### config.mk
export PLATFORM = sky130hd
export DESIGN_NAME = imm_gen_stage_flat
export DESIGN_NICKNAME = d
export VERILOG_FILES = /design/src/rtl/imm_gen_stage_pkg.sv /design/src/rtl/imm_gen_stage_if.sv /design/src/rtl/imm_gen_stage_format.sv /design/src/rtl/imm_gen_stage.sv /design/src/flat_wrapper.sv
export SDC_FILE = /design/constraint.sdc
export NUM_CORES = 1
export LEC_CHECK = 0
export ABC_AREA = 1
export BUFFER_PORTS_ARGS = -buffer_cell sky130_fd_sc_hd__buf_2
export CORE_MARGIN = 10
export CORE_UTILIZATION = 25
export CTS_BUF_LIST = sky130_fd_sc_hd__clkbuf_8
export DETAILED_ROUTE_END_ITERATION = 6
export GPL_ROUTABILITY_DRIVEN = 1
export PLACE_DENSITY = 0.52
export SLEW_MARGIN = 20
export SYNTH_ARGS = -nofsm -noshare
export SYNTH_HDL_FRONTEND = slang
export SYNTH_SLANG_ARGS = --single-unit
export TNS_END_PERCENT = 1
### constraint.sdc
create_clock -name clk -period 4.1 [get_ports clk]
set_input_delay 0.205 -clock clk [delete_from_list [all_inputs] [get_ports clk]]
set_output_delay 0.205 -clock clk [all_outputs]
set_load 0.03 [all_outputs]
### src/rtl/imm_gen_stage_pkg.sv
// Shared types for the immediate generator stage: immediate format enum,
// RISC-V major opcodes recognised by the auto-decoder, and the per-word
// decode metadata carried alongside the extended immediate.
package imm_gen_stage_pkg;

  typedef enum logic [2:0] {
    IMM_I = 3'd0,
    IMM_S = 3'd1,
    IMM_B = 3'd2,
    IMM_U = 3'd3,
    IMM_J = 3'd4,
    IMM_Z = 3'd5
  } imm_type_e;

  localparam logic [6:0] OP_LOAD   = 7'b0000011;
  localparam logic [6:0] OP_IMM    = 7'b0010011;
  localparam logic [6:0] OP_JALR   = 7'b1100111;
  localparam logic [6:0] OP_STORE  = 7'b0100011;
  localparam logic [6:0] OP_BRANCH = 7'b1100011;
  localparam logic [6:0] OP_LUI    = 7'b0110111;
  localparam logic [6:0] OP_AUIPC  = 7'b0010111;
  localparam logic [6:0] OP_JAL    = 7'b1101111;
  localparam logic [6:0] OP_SYSTEM = 7'b1110011;

  // Resolved format plus illegal flag; the XLEN/TAG_W-dependent payload
  // wrapping this lives in the top where those widths are known.
  typedef struct packed {
    imm_type_e sel;
    logic      illegal;
  } imm_meta_t;

endpackage

### src/rtl/imm_gen_stage_if.sv
// Upstream/downstream valid-ready bus of the immediate generator stage.
//   in_*  : instruction word, manual format selector, sideband tag
//   out_* : extended immediate, resolved format, illegal flag, tag
// slave  = the stage's view, master = the environment driving it.
interface imm_gen_stage_if #(
  parameter int unsigned XLEN  = 32,
  parameter int unsigned TAG_W = 5
);
  logic             in_valid;
  logic             in_ready;
  logic [31:0]      in_instr;
  logic [2:0]       in_sel;
  logic [TAG_W-1:0] in_tag;
  logic             out_valid;
  logic             out_ready;
  logic [XLEN-1:0]  out_imm;
  logic [2:0]       out_sel;
  logic             out_illegal;
  logic [TAG_W-1:0] out_tag;

  modport slave (
    input  in_valid, in_instr, in_sel, in_tag, out_ready,
    output in_ready, out_valid, out_imm, out_sel, out_illegal, out_tag
  );

  modport master (
    output in_valid, in_instr, in_sel, in_tag, out_ready,
    input  in_ready, out_valid, out_imm, out_sel, out_illegal, out_tag
  );
endinterface

### src/rtl/imm_gen_stage_format.sv
// Combinational immediate extractor.
//   instr  : 32-bit instruction word
//   sel_in : format when AUTO_DECODE=0 (0..5 = I,S,B,U,J,Z; 6,7 illegal)
//   imm    : immediate extended to XLEN (zero when illegal)
//   meta   : resolved format (I when illegal) and illegal flag
module imm_format
  import imm_gen_stage_pkg::*;
#(
  parameter int unsigned XLEN        = 32,
  parameter bit          AUTO_DECODE = 1'b1
) (
  input  logic [31:0]     instr,
  input  logic [2:0]      sel_in,
  output logic [XLEN-1:0] imm,
  output imm_meta_t       meta
);

  imm_type_e       ty;
  logic            illegal;
  logic            s;
  logic [XLEN-1:0] ext;

  assign s = instr[31];

  always_comb begin
    ty      = IMM_I;
    illegal = 1'b0;
    if (AUTO_DECODE) begin
      case (instr[6:0])
        OP_LOAD, OP_IMM, OP_JALR: ty = IMM_I;
        OP_STORE:                 ty = IMM_S;
        OP_BRANCH:                ty = IMM_B;
        OP_LUI, OP_AUIPC:         ty = IMM_U;
        OP_JAL:                   ty = IMM_J;
        // funct3[2] separates the CSR-immediate forms from the register forms
        OP_SYSTEM:                ty = instr[14] ? IMM_Z : IMM_I;
        default:                  illegal = 1'b1;
      endcase
    end else if (sel_in <= 3'd5) begin
      ty = imm_type_e'(sel_in);
    end else begin
      illegal = 1'b1;
    end
  end

  always_comb begin
    ext = '0;
    case (ty)
      IMM_I: ext = {{(XLEN-11){s}}, instr[30:20]};
      IMM_S: ext = {{(XLEN-11){s}}, instr[30:25], instr[11:7]};
      IMM_B: ext = {{(XLEN-12){s}}, instr[7], instr[30:25], instr[11:8], 1'b0};
      IMM_U: ext = {{(XLEN-31){s}}, instr[30:12], 12'b0};
      IMM_J: ext = {{(XLEN-20){s}}, instr[19:12], instr[20], instr[30:21], 1'b0};
      IMM_Z: ext = {{(XLEN-5){1'b0}}, instr[19:15]};
      default: ext = '0;
    endcase
  end

  always_comb begin
    meta.illegal = illegal;
    meta.sel     = illegal ? IMM_I : ty;
    imm          = illegal ? '0 : ext;
  end

endmodule

### src/rtl/imm_gen_stage.sv
// Pipelined immediate generator: imm_format feeding an output register
// backed by a one-entry skid register (two words of storage total).
//   clk, rst : rising-edge clock, synchronous active-high reset
//   flush    : drops all held words and any same-cycle accept
//   bus      : valid/ready in/out bus (see imm_gen_stage_if)
// in_ready is purely registered (!skid_valid_q), so there is no
// combinational path from out_ready to in_ready.
module imm_gen_stage
  import imm_gen_stage_pkg::*;
#(
  parameter int unsigned XLEN        = 32,
  parameter bit          AUTO_DECODE = 1'b1,
  parameter int unsigned TAG_W       = 5
) (
  input logic           clk,
  input logic           rst,
  input logic           flush,
  imm_gen_stage_if.slave bus
);

  typedef struct packed {
    logic [XLEN-1:0]  imm;
    imm_meta_t        meta;
    logic [TAG_W-1:0] tag;
  } payload_t;

  logic [XLEN-1:0] fmt_imm;
  imm_meta_t       fmt_meta;
  payload_t        new_pl;
  payload_t        out_d, out_q, skid_d, skid_q;
  logic            out_valid_d, out_valid_q;
  logic            skid_valid_d, skid_valid_q;
  logic            accept, consume;

  imm_format #(
    .XLEN        (XLEN),
    .AUTO_DECODE (AUTO_DECODE)
  ) u_fmt (
    .instr  (bus.in_instr),
    .sel_in (bus.in_sel),
    .imm    (fmt_imm),
    .meta   (fmt_meta)
  );

  always_comb begin
    new_pl       = '{imm: fmt_imm, meta: fmt_meta, tag: bus.in_tag};
    accept       = bus.in_valid && !skid_valid_q;
    consume      = out_valid_q && bus.out_ready;
    out_valid_d  = out_valid_q;
    out_d        = out_q;
    skid_valid_d = skid_valid_q;
    skid_d       = skid_q;
    if (flush) begin
      out_valid_d  = 1'b0;
      skid_valid_d = 1'b0;
    end else if (consume || !out_valid_q) begin
      // Output slot frees up: the skid word is older, so it goes first.
      // A full skid implies in_ready=0, so no accept competes with it.
      if (skid_valid_q) begin
        out_d        = skid_q;
        out_valid_d  = 1'b1;
        skid_valid_d = 1'b0;
      end else if (accept) begin
        out_d       = new_pl;
        out_valid_d = 1'b1;
      end else begin
        out_valid_d = 1'b0;
      end
    end else if (accept) begin
      skid_d       = new_pl;
      skid_valid_d = 1'b1;
    end
  end

  always_ff @(posedge clk) begin
    if (rst) begin
      out_valid_q  <= 1'b0;
      skid_valid_q <= 1'b0;
      out_q        <= '0;
      skid_q       <= '0;
    end else begin
      out_valid_q  <= out_valid_d;
      skid_valid_q <= skid_valid_d;
      out_q        <= out_d;
      skid_q       <= skid_d;
    end
  end

  assign bus.in_ready    = !skid_valid_q;
  assign bus.out_valid   = out_valid_q;
  assign bus.out_imm     = out_q.imm;
  assign bus.out_sel     = out_q.meta.sel;
  assign bus.out_illegal = out_q.meta.illegal;
  assign bus.out_tag     = out_q.tag;

endmodule
### src/flat_wrapper.sv
// flat-port wrapper written by rule: the top's interface ports become plain ports
module imm_gen_stage_flat import imm_gen_stage_pkg::*;
#(
  parameter int unsigned XLEN        = 32,
  parameter bit          AUTO_DECODE = 1'b1,
  parameter int unsigned TAG_W       = 5
)
  (clk, rst, flush, bus_in_valid, bus_in_instr, bus_in_sel, bus_in_tag, bus_out_ready, bus_in_ready, bus_out_valid, bus_out_imm, bus_out_sel, bus_out_illegal, bus_out_tag);
  imm_gen_stage_if #(.XLEN(XLEN), .TAG_W(TAG_W)) bus_i ();
  input logic clk;
  input logic rst;
  input logic flush;
  input wire logic [$bits(bus_i.in_valid)-1:0] bus_in_valid;
  input wire logic [$bits(bus_i.in_instr)-1:0] bus_in_instr;
  input wire logic [$bits(bus_i.in_sel)-1:0] bus_in_sel;
  input wire logic [$bits(bus_i.in_tag)-1:0] bus_in_tag;
  input wire logic [$bits(bus_i.out_ready)-1:0] bus_out_ready;
  output wire logic [$bits(bus_i.in_ready)-1:0] bus_in_ready;
  output wire logic [$bits(bus_i.out_valid)-1:0] bus_out_valid;
  output wire logic [$bits(bus_i.out_imm)-1:0] bus_out_imm;
  output wire logic [$bits(bus_i.out_sel)-1:0] bus_out_sel;
  output wire logic [$bits(bus_i.out_illegal)-1:0] bus_out_illegal;
  output wire logic [$bits(bus_i.out_tag)-1:0] bus_out_tag;
  assign bus_i.in_valid = bus_in_valid;
  assign bus_i.in_instr = bus_in_instr;
  assign bus_i.in_sel = bus_in_sel;
  assign bus_i.in_tag = bus_in_tag;
  assign bus_i.out_ready = bus_out_ready;
  assign bus_in_ready = bus_i.in_ready;
  assign bus_out_valid = bus_i.out_valid;
  assign bus_out_imm = bus_i.out_imm;
  assign bus_out_sel = bus_i.out_sel;
  assign bus_out_illegal = bus_i.out_illegal;
  assign bus_out_tag = bus_i.out_tag;
  imm_gen_stage #(.XLEN(XLEN), .AUTO_DECODE(AUTO_DECODE), .TAG_W(TAG_W)) u_core (.clk(clk), .rst(rst), .flush(flush), .bus(bus_i));
endmodule
* Word-level counts from Yosys, hierarchy flattened
Index checks and enable logic that the tools add are counted.
Cells by class: reductions and logical operators 13, multiplexer cells 10, equality and inequality tests 14, bitwise operators 2
Operators with widths (number):
- 32-bit case mux with 6 select lines | 1
- 41-bit 2-to-1 mux | 2
- 32-bit 2-to-1 mux | 1
- 7-bit == test (second input constant) | 4
- 3-bit case mux with 5 select lines | 1
- 7-bit by 5-bit == test with 1-bit output (second input constant) | 2
- 7-bit by 6-bit == test with 1-bit output (second input constant) | 2
- 9-bit OR reduction | 1
- 7-bit by 2-bit == test with 1-bit output (second input constant) | 1
- 3-bit by 2-bit == test with 1-bit output (second input constant) | 2
- 3-bit == test (second input constant) | 2
- 3-bit 2-to-1 mux | 2
- 3-bit AND reduction | 2
- 2-bit OR reduction | 2
- 3-bit by 1-bit == test with 1-bit output (second input constant) | 1
- 3-bit zero test | 1
- 1-bit 2-to-1 mux | 3
- 3-bit OR reduction | 1
- 1-bit logical AND | 2
- 1-bit zero test | 2
- 1-bit inverter | 2
- 2-bit nonzero test | 1
- 1-bit logical OR | 1
Word-level totals: bits in registers 84, word-level logic and storage cells 49, input bits 45, output and inout bits 43

* Logic depth before layout (Yosys ltp)
word-level depth 8, mapped depth 13, gate-level depth less buffers 12

* By module
From an unflattened synthesis, not the netlist that was laid out.
Unflattened totals: cells, all modules 776, area, all modules 4642.0 um^2
Modules (own cells, without submodules):
- imm_gen_stage | area each 3898.7 um^2, seq. area each 1681.6 um^2, cells an instance 629, times used 1
- imm_format | area each 743.2 um^2, seq. area each 0.0 um^2, cells an instance 147, times used 1

* Worst setup path after synthesis
OpenSTA, ideal clock, no wires.
path type reg-to-reg, from register u_core.out_valid_q (netlist: u_core.bus.out_valid), to register u_core.skid_q[7] in the netlist's numbering, buffers on the path 2, clock period less this slack 1.588 ns, library setup time 0.126 ns, stages on the path, launching flop included 8, path slack 2.512 ns, required time 3.974 ns, arrival 1.463 ns, cell sequence dfxtp_1 inv_1 nor2_1 inv_1 nor4_4 buf_2 buf_2 a31oi_1
On the way: longest elaborated chain between the ends 4, elaborated cells between the ends (all ways) 5, those cells by class bitwise (1); reduce/logical (4)
RTL lines:
- start, declared | RTL line imm_gen_stage.sv:31 | logic out_valid_d, out_valid_q;
- start signal, assigned | RTL line imm_gen_stage.sv:82 | out_valid_q <= out_valid_d;
- 1-bit logical AND or 1-bit zero test (tied branches) | RTL line imm_gen_stage.sv:48, imm_gen_stage.sv:56
- 1-bit logical OR (*) | RTL line imm_gen_stage.sv:56 | end else if (consume || !out_valid_q) begin
- 1-bit inverter (no source line) (*)
- 3-bit AND reduction (no source line) (*)
- end signal, assigned | RTL line imm_gen_stage.sv:85 | skid_q <= skid_d;
- end, declared | RTL line imm_gen_stage.sv:30 | payload_t out_d, out_q, skid_d, skid_q;
Every way passes the cells marked *; elsewhere a longest branch is shown, timed or not. A chain may end at the register's enable or synchronous reset.

* Worst setup path in the final report
from register u_core.skid_valid_q, to register u_core.out_q, in the netlist u_core.bus.out_imm[3]
On the way: longest elaborated chain between the ends 4, elaborated cells between the ends (all ways) 5, those cells by class mux (1); reduce/logical (4)
RTL lines:
- start, declared | RTL line imm_gen_stage.sv:32 | logic skid_valid_d, skid_valid_q;
- start signal, assigned | RTL line imm_gen_stage.sv:83 | skid_valid_q <= skid_valid_d;
- 1-bit zero test | RTL line imm_gen_stage.sv:47 | accept = bus.in_valid && !skid_valid_q;
- 1-bit logical AND | RTL line imm_gen_stage.sv:47
- 2-bit nonzero test (no source line)
- 3-bit AND reduction (no source line)
- end signal, assigned | RTL line imm_gen_stage.sv:84 | out_q <= out_d;
- end, declared | RTL line imm_gen_stage.sv:30
Parallel ways exist; a longest one is shown, timed or not.

==> metrics.cfg <==
[hold_path]
min_from = bus_in_tag[0]
worstHoldEndpoint = u_core.skid_q[0]
min_delay_path_depth = 3
hold_class = input port to register

[global_route]
grt_overflow = 0
grt.total_usage_pct = 11.3
grt_max_degree = 78
grt_pass1_wl_um = 20100
grt_pass1_vias = 3728
antenna_found_initial = 3

[clocking]
cts_buffer_depth = 2
cts_made_buffers = 9
clock_latency_ns = 0.38
post_cts_buffers = 0
cts_tree = yes
cts_sinks = 84
cts_hold_buf = 0
htree_levels = 3
clk_pin_slew_worst_paths_ns = 0.08
clockRootBuffer = clkbuf_8
cts_resized = 0

[pwr]
comb_power_share_pct = 11.5
switchingPower_w = 0.000439
pwr-share-clk_pct = 34.5
p_int_w = 0.00111
power_frac_seq_pct = 54.0
ir_drop_mv = 0.151
power_leakage_nw = 2.39
netSwitchingFraction_pct = 28.3
p_per_area_mw_per_mm2 = 318

[cells_and_area]
multi_input_area_mm2 = 0.00219
fin_nets = 709
drive_gt1_share_pct = 20.9
layout.cells.non_filler = 890
syn_to_final_growth_pct = 15.9
final_common_cell = nand2_1
final_cell_mix = nand2_1, nor2_1, buf_2, dfxtp_1, a21oi_1
ff_latch_area_mm2 = 0.00168
nFillCells = 1872

[routing]
drc = 0
first_pass_iters = 4
met2RoutedLength_um = 5490
antenna_left = 0
drt-vias-per-instance = 4.39
first_iter_violations = 262
vias = 3909
met1_length_um = 5990
avgRoutedWirePerCell_um = 14.0
wirelength_um = 12500
topRoutingLayerUsed = met5
dr_wl_met3_um = 831

[floorplan]
design.core.area_mm2 = 0.0165
placementRows = 47
die_area_mm2 = 0.0224
fp.dieW_um = 150
pin_count = 88
die_h_um = 150
initial_core_util_pct = 25.4

[worst_setup_path]
slowest_delay_ns = 0.70
crit_arrival_ns = 2.70
path_cells = nor2_1, nor3_2, clkinv_2, nor2_1, nand2_1, a21oi_1
r2r_start = u_core.skid_valid_q
cp_top_family = simple AND/OR/NAND/NOR gates
crit_slowest_cell = clkinv_2
required_ns = 4.40
cp-startpoint = u_core.skid_valid_q
crit_path_start_kind = register
path_buf_inv = 1
rr_worst_depth = 6
cp_max_fo = 61
crit_top_cell = nor2_1
setup.worst_path.end_class = register
reg2reg_to = u_core.bus.out_imm[3]
r2r_slack_ns = 1.71
worst-setup-path-type = register to register

[timing]
slew_violations = 0
tightest_slew_ns = 0.890
max_freq_mhz = 418
relSlewSlack_pct = 40.6
rsz0062_at_grt = no
min_period_ns = 2.39
fin_worst_skew_ns = 0.00881
final-hold-violation-count = 0
finalSetupViolations = 0
fin_tns_setup_ns = 0
final_min_period_over_clock_period_pct = 58.4

[synth]
synth_nets = 653
synthesis.area_mm2 = 0.00420
synth_cell_types = 33
synthCells = 608
synth_top_area_cell = dfxtp_1
synth_area_leaders = dfxtp_1, nand2_1, a21oi_1
synth_top_area_share_pct = 40.0
avgSynthCellArea_um2 = 6.91
yosys_warnings = 0
ys_ff_latch = 84
seq_area_frac_synth_pct = 40.0

[outcome]
status = complete, no violations

[placed_design]
place_congestion = 0.781
dp_hpwl_um = 8650
port_buffers = 84
dp_cells = 873

[run]
max_cap_viol_count = 0

[worst max path at each step]
| stage | to | slack [ns] | depth (start not counted) |
|---|---|---|---|
| finish | u_core.bus.out_imm[3] | 1.71 | 6 |
| CTS | bus_in_ready | 1.90 | 2 |
| global route | u_core.bus.out_imm[12] | 1.40 | 6 |
| global placement | u_core.bus.out_imm[3] | 2.04 | 6 |
| detailed placement | u_core.bus.out_imm[1] | 2.02 | 6 |
| floorplan | u_core.skid_q[7] | 2.51 | 7 |
[power groups by stage]
| stage | combinational, W | clock, W | sequential [W] |
|---|---|---|---|
| after floorplan | 0.000103 | 0 | 0.000874 |
| after global placement | 0.000180 | 0 | 0.000856 |
| after detailed placement | 0.000180 | 0 | 0.000856 |
| after CTS | 0.000181 | 0.000556 | 0.000837 |
| after global routing | 0.000200 | 0.000583 | 0.000839 |
| final | 0.000178 | 0.000535 | 0.000837 |
[kinds of logic after synthesis]
logic type             synth area share, %
buffers and inverters                 7.80
DFF                                   40.0
AOI/OAI and AO/OA                     20.1
and+or+nand+nor                       32.1
[Yosys cell counts]
cell        n
nor2_2      3
nand2_2    10
nor2_4      1
nor2_1     85
buf_1       3
a22oi_2     1
buf_6       5
o211ai_1    7
o21ai_2     3
o21ai_0    58
nand4_1     6
o21ai_1     1
nor3_2      1
nand3_1    20
or2_2       1
nand2_1   157
buf_4       3
a21oi_2     2
clkbuf_1   22
o21bai_1    5
dfxtp_1    84
inv_1      23
nand2_4     4
nand3_4     3
nor4_4      1
buf_2      10
nor3_1      1
and2_4      1
inv_2       5
a21o_1      1
a21oi_1    72
a31oi_1     6
nor2_8      3
[worst reg2reg max path: stages, from the launching register on]
cell,delay (ns)
dfxtp_1,0.65
nor2_1,0.17
nor3_2,0.24
clkinv_2,0.70
nor2_1,0.33
nand2_1,0.11
a21oi_1,0.12
[registers in the layout, indices dropped and copies added, names as in the netlist]
| signal | cells |
|---|---|
| u_core.skid_q | 41 |
| u_core.bus.out_imm | 32 |
| u_core.bus.out_tag | 5 |
| u_core.bus.out_sel | 3 |
| u_core.bus.out_illegal | 1 |
| u_core.bus.out_valid | 1 |
| u_core.skid_valid_q | 1 |
[metrics by stage]
| stage | instance area (µm²) | utilization [%] | hold slack [ns] | power (W) | worst slack (ns) |
|---|---|---|---|---|---|
| 2_1_floorplan | 4200 | - | 0.340 | 0.000977 | 2.51 |
| 3_3_place_gp | 4710 | 28.5 | 0.453 | 0.00104 | 2.04 |
| 3_5_place_dp | 4710 | 28.5 | 0.452 | 0.00104 | 2.02 |
| 4_1_cts | 4870 | 29.5 | 0.0520 | 0.00157 | 1.90 |
| 5_1_grt | 4870 | 29.5 | 0.0706 | 0.00162 | 1.40 |
| 6_report | 4870 | 29.5 | 0.0638 | 0.00155 | 1.71 |
[final cells by class]
cell class              count  share of cell area, %
repair buffers             88                   9.24
diodes                      1                 0.0513
flip-flops and latches     84                   34.5
well taps                 220                   5.65
multi-input cells         453                   45.0
inverters                  28                   2.18
clock buffers              10                   2.82
clock inverters             6                  0.513
[metal layers]
metal	global-route usage, %	up-vias
met5	0	-
met4	3.01	4
met3	4.89	15
met2	17.3	65
met1	14.1	1732
li1	-	2093
No activity file was read; power rests on OpenSTA's default activity.
